<file path="config.mk">
export PLATFORM = sky130hd
export DESIGN_NAME = ram_port_arbiter
export DESIGN_NICKNAME = d
export VERILOG_FILES = /design/src/rtl/ram_arb_pkg.sv /design/src/rtl/rr_arbiter.sv /design/src/rtl/ram_port_arbiter.sv
export SDC_FILE = /design/constraint.sdc
export NUM_CORES = 1
export LEC_CHECK = 0
export ABC_AREA = 1
export BUFFER_PORTS_ARGS = -buffer_cell sky130_fd_sc_hd__buf_2
export CELL_PAD_IN_SITES_DETAIL_PLACEMENT = 2
export CELL_PAD_IN_SITES_GLOBAL_PLACEMENT = 2
export CORE_MARGIN = 3
export CORE_UTILIZATION = 19
export DETAILED_ROUTE_END_ITERATION = 10
export PLACE_DENSITY_LB_ADDON = 0.1
export REMOVE_ABC_BUFFERS = 1
export SYNTH_ARGS = -nofsm -noshare
export SYNTH_HDL_FRONTEND = slang
export SYNTH_SLANG_ARGS = --single-unit
</file>
<file path="constraint.sdc">
create_clock -name clk -period 1.54 [get_ports clk]
set_clock_uncertainty 0.15 [all_clocks]
set_input_delay 0.154 -clock clk [delete_from_list [all_inputs] [get_ports clk]]
set_output_delay 0.154 -clock clk [all_outputs]
set_load 0.02 [all_outputs]
</file>
<file path="src/rtl/ram_arb_pkg.sv">
// Shared types and helpers for the RAM port arbiter.
package ram_arb_pkg;

  localparam int unsigned DEF_W = 32;
  localparam int unsigned DEF_L = 128;

  // merge_bytes works on this fixed width; callers zero-extend inputs and truncate the result.
  localparam int unsigned MERGE_MAX_W = 1024;
  localparam int unsigned MERGE_MAX_B = MERGE_MAX_W / 8;

  typedef enum logic {
    ARB_IDLE = 1'b0,
    ARB_RESP = 1'b1
  } arb_state_t;

  // Byte b of the result comes from new_word where strb[b] is set, else from old_word.
  function automatic logic [MERGE_MAX_W-1:0] merge_bytes(
    input logic [MERGE_MAX_W-1:0] old_word,
    input logic [MERGE_MAX_W-1:0] new_word,
    input logic [MERGE_MAX_B-1:0] strb
  );
    logic [MERGE_MAX_W-1:0] merged;
    merged = old_word;
    for (int unsigned b = 0; b < MERGE_MAX_B; b++) begin
      if (strb[b]) merged[b*8 +: 8] = new_word[b*8 +: 8];
    end
    return merged;
  endfunction

endpackage

</file>
<file path="src/rtl/rr_arbiter.sv">
// Round-robin arbiter: grants the first requester at or after ptr, wrapping modulo N.
module rr_arbiter #(
  parameter int unsigned N = 2,
  localparam int unsigned IDX_W = (N > 1) ? $clog2(N) : 1
) (
  input  logic             clk,
  input  logic             rst_n,
  input  logic [N-1:0]     req,
  input  logic             advance,
  output logic [N-1:0]     grant,
  output logic [IDX_W-1:0] grant_idx
);

  logic [IDX_W-1:0] ptr;

  // Search upward from ptr; the first requester found wins.
  always_comb begin
    int unsigned cand;
    grant     = '0;
    grant_idx = '0;
    cand      = 0;
    for (int unsigned k = 0; k < N; k++) begin
      cand = 32'(ptr) + k;
      if (cand >= N) cand = cand - N;
      if ((grant == '0) && req[cand]) begin
        grant[cand] = 1'b1;
        grant_idx   = IDX_W'(cand);
      end
    end
  end

  // Priority moves to the requester just after the one served.
  always_ff @(posedge clk or negedge rst_n) begin
    if (!rst_n) begin
      ptr <= '0;
    end else if (advance) begin
      ptr <= (grant_idx == IDX_W'(N - 1)) ? '0 : grant_idx + 1'b1;
    end
  end

endmodule

</file>
<file path="src/rtl/ram_port_arbiter.sv">
// Shares one RAM port among N_REQ requesters: round-robin, one access per cycle,
// byte-strobed read-modify-write against the async read, registered responses.
module ram_port_arbiter
  import ram_arb_pkg::*;
#(
  parameter int unsigned N_REQ = 2,
  parameter int unsigned W     = DEF_W,
  parameter int unsigned L     = DEF_L,
  localparam int unsigned ADDR_W = $clog2(L),
  localparam int unsigned B      = W / 8
) (
  input  logic                    clk,
  input  logic                    rst_n,
  input  logic [N_REQ-1:0]        req_valid,
  output logic [N_REQ-1:0]        req_ready,
  input  logic [N_REQ-1:0]        req_we,
  input  logic [N_REQ*ADDR_W-1:0] req_addr,
  input  logic [N_REQ*W-1:0]      req_wdata,
  input  logic [N_REQ*B-1:0]      req_strb,
  output logic [N_REQ-1:0]        rsp_valid,
  input  logic [N_REQ-1:0]        rsp_ready,
  output logic [N_REQ*W-1:0]      rsp_rdata,
  output logic                    mem_wr_ena,
  output logic [ADDR_W-1:0]       mem_addr,
  output logic [W-1:0]            mem_wr_data,
  input  logic [W-1:0]            mem_rd_data
);

  localparam int unsigned IDX_W = $clog2(N_REQ);

  logic [ADDR_W-1:0] addr_a  [N_REQ];
  logic [W-1:0]      wdata_a [N_REQ];
  logic [B-1:0]      strb_a  [N_REQ];
  arb_state_t        state   [N_REQ];
  logic [W-1:0]      rdata_q [N_REQ];

  logic [N_REQ-1:0] eligible;
  logic [N_REQ-1:0] grant;
  logic [IDX_W-1:0] grant_idx;
  logic             grant_any;

  for (genvar i = 0; i < N_REQ; i++) begin : g_req
    assign addr_a[i]  = req_addr[i*ADDR_W +: ADDR_W];
    assign wdata_a[i] = req_wdata[i*W +: W];
    assign strb_a[i]  = req_strb[i*B +: B];
    // Reset masks eligibility so nothing is accepted while rst_n is held.
    assign eligible[i] = rst_n && req_valid[i] && (state[i] == ARB_IDLE);
    assign rsp_valid[i] = (state[i] == ARB_RESP);
    assign rsp_rdata[i*W +: W] = rdata_q[i];

    // A request left waiting must not change under the arbiter.
    a_req_stable: assert property (@(posedge clk) disable iff (!rst_n)
      (req_valid[i] && !req_ready[i]) |=>
        (!req_valid[i] || $stable({req_we[i], addr_a[i], wdata_a[i], strb_a[i]})));
  end

  rr_arbiter #(.N(N_REQ)) u_rr (
    .clk       (clk),
    .rst_n     (rst_n),
    .req       (eligible),
    .advance   (grant_any),
    .grant     (grant),
    .grant_idx (grant_idx)
  );

  // Every grant is a handshake: eligibility already requires req_valid.
  assign grant_any = |grant;
  assign req_ready = grant;

  // Drive the RAM port for the granted requester; writes merge strobed bytes into the old word.
  always_comb begin
    mem_addr    = '0;
    mem_wr_ena  = 1'b0;
    mem_wr_data = '0;
    if (grant_any) begin
      mem_addr    = addr_a[grant_idx];
      mem_wr_data = W'(merge_bytes(MERGE_MAX_W'(mem_rd_data),
                                   MERGE_MAX_W'(wdata_a[grant_idx]),
                                   MERGE_MAX_B'(strb_a[grant_idx])));
      mem_wr_ena  = rst_n && req_we[grant_idx] && (|strb_a[grant_idx]);
    end
  end

  // Per-requester IDLE/RESP state; the response captures the pre-access word at the handshake.
  always_ff @(posedge clk or negedge rst_n) begin
    if (!rst_n) begin
      for (int unsigned i = 0; i < N_REQ; i++) begin
        state[i]   <= ARB_IDLE;
        rdata_q[i] <= '0;
      end
    end else begin
      for (int unsigned i = 0; i < N_REQ; i++) begin
        case (state[i])
          ARB_IDLE: begin
            if (grant[i]) begin
              state[i]   <= ARB_RESP;
              rdata_q[i] <= mem_rd_data;
            end
          end
          ARB_RESP: begin
            if (rsp_ready[i]) state[i] <= ARB_IDLE;
          end
        endcase
      end
    end
  end

endmodule
</file>
# Yosys cells after proc, flatten, opt, wreduce, memory -nomap -nowiden
# Cells that the tools add are included.
[op_classes] n_addsub=4 order_cmp=8 mux=39 n_bitwise=4 reduce_logical=14
[ops] cell="$mux 32" count=6
[ops] cell="$ge 32x1->1 const B" count=2
[ops] cell="$lt 32x2->1 const B" count=2
[ops] cell="$ge 32x2->1 const B" count=1
[ops] cell="$mux 8" count=4
[ops] cell="$sub 32x2->32 const B" count=1
[ops] cell="$mux 7" count=4
[ops] cell="$mux 1" count=16
[ops] cell="$mux 4" count=3
[ops] cell="$logic_and 1x1->1" count=9
[ops] cell="$mux 2" count=2
[ops] cell="$pmux 1 s2" count=2
[ops] cell="$reduce_and 2->1" count=2
[ops] cell="$reduce_or 4->1" count=1
[ops] cell="$sub 1x2->3 const B" count=1
[ops] cell="$add 1x1->2 const B" count=1
[ops] cell="$demux 1 s1" count=2
[ops] cell="$ge 1x2->1 const B" count=1
[ops] cell="$ge 2x2->1 const B" count=1
[ops] cell="$logic_not 2->1" count=1
[ops] cell="$lt 1x2->1 const B" count=1
[ops] cell="$not 1->1" count=2
[ops] cell="$not 1->2" count=1
[ops] cell="$or 2x2->2" count=1
[ops] cell="2 further kinds" count=2
[totals] register_bits=67 in_bits=126 output_inout_bits=108 word_cells=74

# Depth between registers and ports, before layout
[logic_depth] ltp_word=17 ltp_mapped=10 mapped_depth_nobuf=8

# Modules after synthesis
# A second synthesis with hierarchy kept.
[hier_totals] hier_cells=553 area_unflattened_um2=3731.1
[modules_own_cells] module="ram_port_arbiter" instances=1 cells_each=542 area_per_inst_um2=3666.0 seq_area_each_um2=1651.6
[modules_own_cells] module="rr_arbiter" instances=1 cells_each=11 area_per_inst_um2=65.1 seq_area_each_um2=25.0

# Worst setup path after synthesis
# OpenSTA, ideal clock, no wires.
[synth_timing] path_kind="reg2out" start="reg state, in the netlist rsp_valid[0]" end="out mem_wr_data[10]" t_arrival_ns=1.543 required_ns=1.236 setup_slack_ns=-0.307 path_stages_with_launch=10 path_buffers=2 cell_sequence="dfrtp_1 inv_1 nand3_2 nand2_2 buf_6 buf_2 nand2_1 nand2_1 nor2_1 nor2_1"
[synth_via] elab_chain_len=14 word_cells_on_any_way=23 cone_classes="mux: 16; bitwise: 3; reduce/logical: 4"
[synth_rtl] item="start, declared" line="ram_port_arbiter.sv:34" text="arb_state_t state [N_REQ];"
[synth_rtl] item="start signal, assigned by index" line="ram_port_arbiter.sv:88" text="state[i] <= ARB_IDLE;"
[synth_rtl] item="start signal, assigned by index" line="ram_port_arbiter.sv:96" text="state[i] <= ARB_RESP;"
[synth_rtl] item="start signal, assigned by index" line="ram_port_arbiter.sv:101" text="if (rsp_ready[i]) state[i] <= ARB_IDLE;"
[synth_rtl] item="$not 1->1 (no source line) *"
[synth_rtl] item="$logic_and 1x1->1 *" line="ram_port_arbiter.sv:47" text="assign eligible[i] = rst_n && req_valid[i] && (state[i] == ARB_IDLE);"
[synth_rtl] item="$mux 1 (not written as such) (2 in series)" line="rr_arbiter.sv:25" text="if ((grant == '0) && req[cand]) begin"
[synth_rtl] item="$mux 2" line="rr_arbiter.sv:25"
[synth_rtl] item="$logic_not 2->1" line="rr_arbiter.sv:25"
[synth_rtl] item="$logic_and 1x1->1" line="rr_arbiter.sv:25"
[synth_rtl] item="$mux 1" line="rr_arbiter.sv:25"
[synth_rtl] item="$not 1->2 (not written as such)" line="ram_port_arbiter.sv:78, ram_port_arbiter.sv:79"
[synth_rtl] item="$mux 32 (not written as such) or $mux 4 (tied branches) (3 in series)" line="ram_port_arbiter.sv:78, ram_port_arbiter.sv:79"
[synth_rtl] item="$mux 8" line="ram_arb_pkg.sv:25" text="if (strb[b]) merged[b*8 +: 8] = new_word[b*8 +: 8];"
[synth_rtl] item="$mux 32 *" line="ram_port_arbiter.sv:75" text="if (grant_any) begin"
[synth_rtl] item="end, declared" line="ram_port_arbiter.sv:25" text="output logic [W-1:0] mem_wr_data,"
# Every way passes the cells marked *; elsewhere a longest branch is shown, timed or not. The select of a mux whose other input is x is not followed.

# Worst setup path after layout
[layout_timing] start="reg state, in the netlist rsp_valid[0]" end="out mem_wr_data[24]"
# Same word-level chain as after synthesis.

==> results.py <==
metrics = {
    "status": {
        "status": "complete, but fails checks",
        "violations": "negative setup slack",
    },
    "min_path": {
        "min_from": "req_valid[0]",
        "whs_path_depth": 5,
        "hold_end": "u_rr.ptr",
        "hold_class": "input pin to flip-flop",
    },
    "logic_synthesis": {
        "synth_warnings": 0,
        "yosysSeqAreaShare_pct": 44.4,
        "synth_cells": 546,
        "yosysUniqueCellTypes": 16,
        "synth_area_sq_mm": 0.00377,
        "synth_seq_cells": 67,
        "syn_avg_cell_area_sq_um": 6.91,
    },
    "critical_path": {
        "crit_fanout": 6,
        "crit_top_cell": "nand2_2",
        "critPathTopFamily": "simple AND/OR/NAND/NOR gates",
        "crit_path_end_kind": "primary output",
        "critPathKind": "flip-flop to primary output",
        "crit_chain": "inv_2 > nand3_4 > buf_6 > nand3b_1 > nand2_8 > buf_12 > nand2_2 > nand2_2 > nor2_2 > buf_4",
        "r2r_end": "rsp_rdata[13]",
        "reg2reg_depth": 11,
        "cp.arrival_ns": 1.97,
        "startpoint_type": "flip-flop",
        "required_ns": 1.24,
        "critPathSlowestCell": "dfrtp_1",
        "r2r-start": "rsp_valid[0]",
        "rrSetupSlack_ns": -0.35,
        "slowest_delay_ns": 0.39,
        "cp_num_buf_inv": 4,
    },
    "routing": {
        "dr.pass1.iters": 4,
        "drt_iter0_markers": 96,
        "drc": 0,
        "vias": 4823,
        "vias_per_cell": 4.27,
        "route.detailed.wl_per_inst_um": 17.5,
        "ant_nets": 0,
        "wl_um": 19800,
    },
    "floorplanning": {
        "rows": 50,
        "num_io_pins": 234,
        "die_height_um": 147,
        "die_w_um": 147,
        "initial_utilization_pct": 19.8,
        "die_area_sq_mm": 0.0216,
        "core_area_sq_mm": 0.0191,
    },
    "flow_run": {
        "cap_violations": 0,
    },
    "clocking": {
        "tritoncts": "built",
        "cts.clk_slew.worst_paths_ns": 0.05,
        "clock-sinks": 67,
        "cts_inserted_buffers": 9,
        "cts-htree-levels": 3,
        "clockBufferDepth": 2,
        "clk_latency_ns": 0.35,
        "cts_root_buf": "clkbuf_16",
    },
    "timing": {
        "timing.setup.tns_ns": -38.02,
        "fmax_mhz": 439,
        "rsz0062_at_grt": "true",
        "period_needed_ns": 2.28,
        "whs_ns": 0.270,
        "maxSlewViolCount": 0,
        "worstMarginPinSlew_ns": 0.659,
        "setup-violations-final": 94,
        "fin_ws_ns": -0.736,
        "slew_headroom_pct": 56.0,
        "hold_violations": 0,
        "finalCritPeriodShare_pct": 148,
    },
    "placement": {
        "place.port_buffers": 233,
        "dpl.cell_count": 1040,
        "dpl.hpwl_um": 13100,
        "post_dp_cell_area_sq_mm": 0.00541,
        "pre_cts_ws_ns": -0.405,
        "place_congestion": 0.708,
    },
    "grt": {
        "antenna_found_initial": 3,
        "grt_pass1_vias": 5255,
        "grt_start_max_net_pins": 47,
        "grt_remaining_overflow": 0,
        "grt_usage_pct": 17.8,
        "grt_pass1_wl_um": 29900,
    },
    "finish": {
        "final_cell_count_no_fill": 1129,
        "final_nets": 990,
        "fill_cells": 2192,
        "final_util_pct": 39.0,
        "n_antenna_cell": 0,
        "drive_gt1_share_pct": 51.0,
        "final_cell_mix": "buf_2, nand2_1, dfrtp_1",
        "final_common_cell": "buf_2",
        "design_area_sq_mm": 0.00743,
        "syn2layout_area_growth_pct": 97.0,
    },
    "power": {
        "leakagePower_nw": 3.95,
        "p_total_mw": 8.70,
        "irDropWorstVdd_uv": 518,
        "power_density_mw_per_mm2": 1170,
    },
}
worst max-delay path by stage:
| stage | start | endpoint | slack, ns | cells after the start |
|---|---|---|---|---|
| global placement | rsp_valid[0] | mem_wr_ena | -0.33 | 9 |
| detailed placement | rsp_valid[0] | mem_wr_data[14] | -0.40 | 9 |
| floorplan | rsp_valid[1] | mem_wr_ena | -1.83 | 7 |
| global route | rsp_valid[0] | mem_wr_data[24] | -0.84 | 10 |
| finish | rsp_valid[0] | mem_wr_data[24] | -0.74 | 10 |
| CTS | rsp_valid[1] | mem_wr_data[24] | -0.64 | 10 |
tightest hold or removal path, stage by stage:
cell and delay (ns):
buf_2 0.14, nand2_1 0.14, nor2_4 0.08, o21ai_0 0.16
inv_1 0.05
synth_stat cells:
| cell | number | area, sq um |
|---|---|---|
| nor2_1 | 81 | 304 |
| buf_6 | 11 | 124 |
| nand2_2 | 2 | 12.5 |
| o21ai_0 | 61 | 305 |
| nand3_2 | 1 | 10.0 |
| nand3_1 | 1 | 5.00 |
| buf_2 | 10 | 50.1 |
| nand3b_1 | 3 | 22.5 |
| dfrtp_1 | 67 | 1680 |
| nand2_4 | 8 | 90.1 |
| nor2_4 | 1 | 11.3 |
| buf_4 | 5 | 37.5 |
| clkbuf_1 | 5 | 18.8 |
| o21ai_1 | 13 | 65.1 |
| inv_1 | 43 | 161 |
| nand2_1 | 234 | 878 |
kinds of logic after synthesis:
logic type      share of synthesized area (%)
flops                                    44.4
compound gates                           9.82
buf+inv                                  10.4
simple gates                             35.4
flip-flops by register name, indices dropped and copies added (netlist names):
| signal | flops |
|---|---|
| rsp_rdata | 64 |
| u_rr.ptr | 1 |
| rsp_valid | 2 |
routing by layer:
metal	wire [um]	vias to the layer above	part of all wire [%]	GRT usage (%)
met4	325	6	1.6	5.03
li1	-	2311	-	-
met3	1390	28	7.0	5.55
met5	54	-	0.27	0
met1	8320	2317	42	21.3
met2	9700	161	49	30.7
layout make-up:
class	count	area (sq um)	area share, %
Inverter	43	171	2.31
Tap cell	260	325	4.38
Clock buffer	11	243	3.27
Clock inverter	5	52.6	0.707
Sequential cell	67	1680	22.6
Timing Repair Buffer	337	2770	37.2
Multi-Input combinational cell	406	2200	29.5
timing repair:
action | CTS | global route
gates resized for setup | 183 | 117
hold buffers | 37 | 0
buffers inserted | 14 | 12
pin swaps | 11 | 22
endpoints found under the setup margin | 97 | 102
gates cloned | 11 | 2
hold endpoints to repair | 131 | 0
power by group:
group | switching (mW) | internal [mW] | total (mW)
clock | 0.819 | 1.29 | 2.11
combinational | 2.32 | 1.72 | 4.04
sequential | 0.324 | 2.23 | 2.56
total | 3.47 | 5.24 | 8.70
Power figures use the tool's default switching activity.
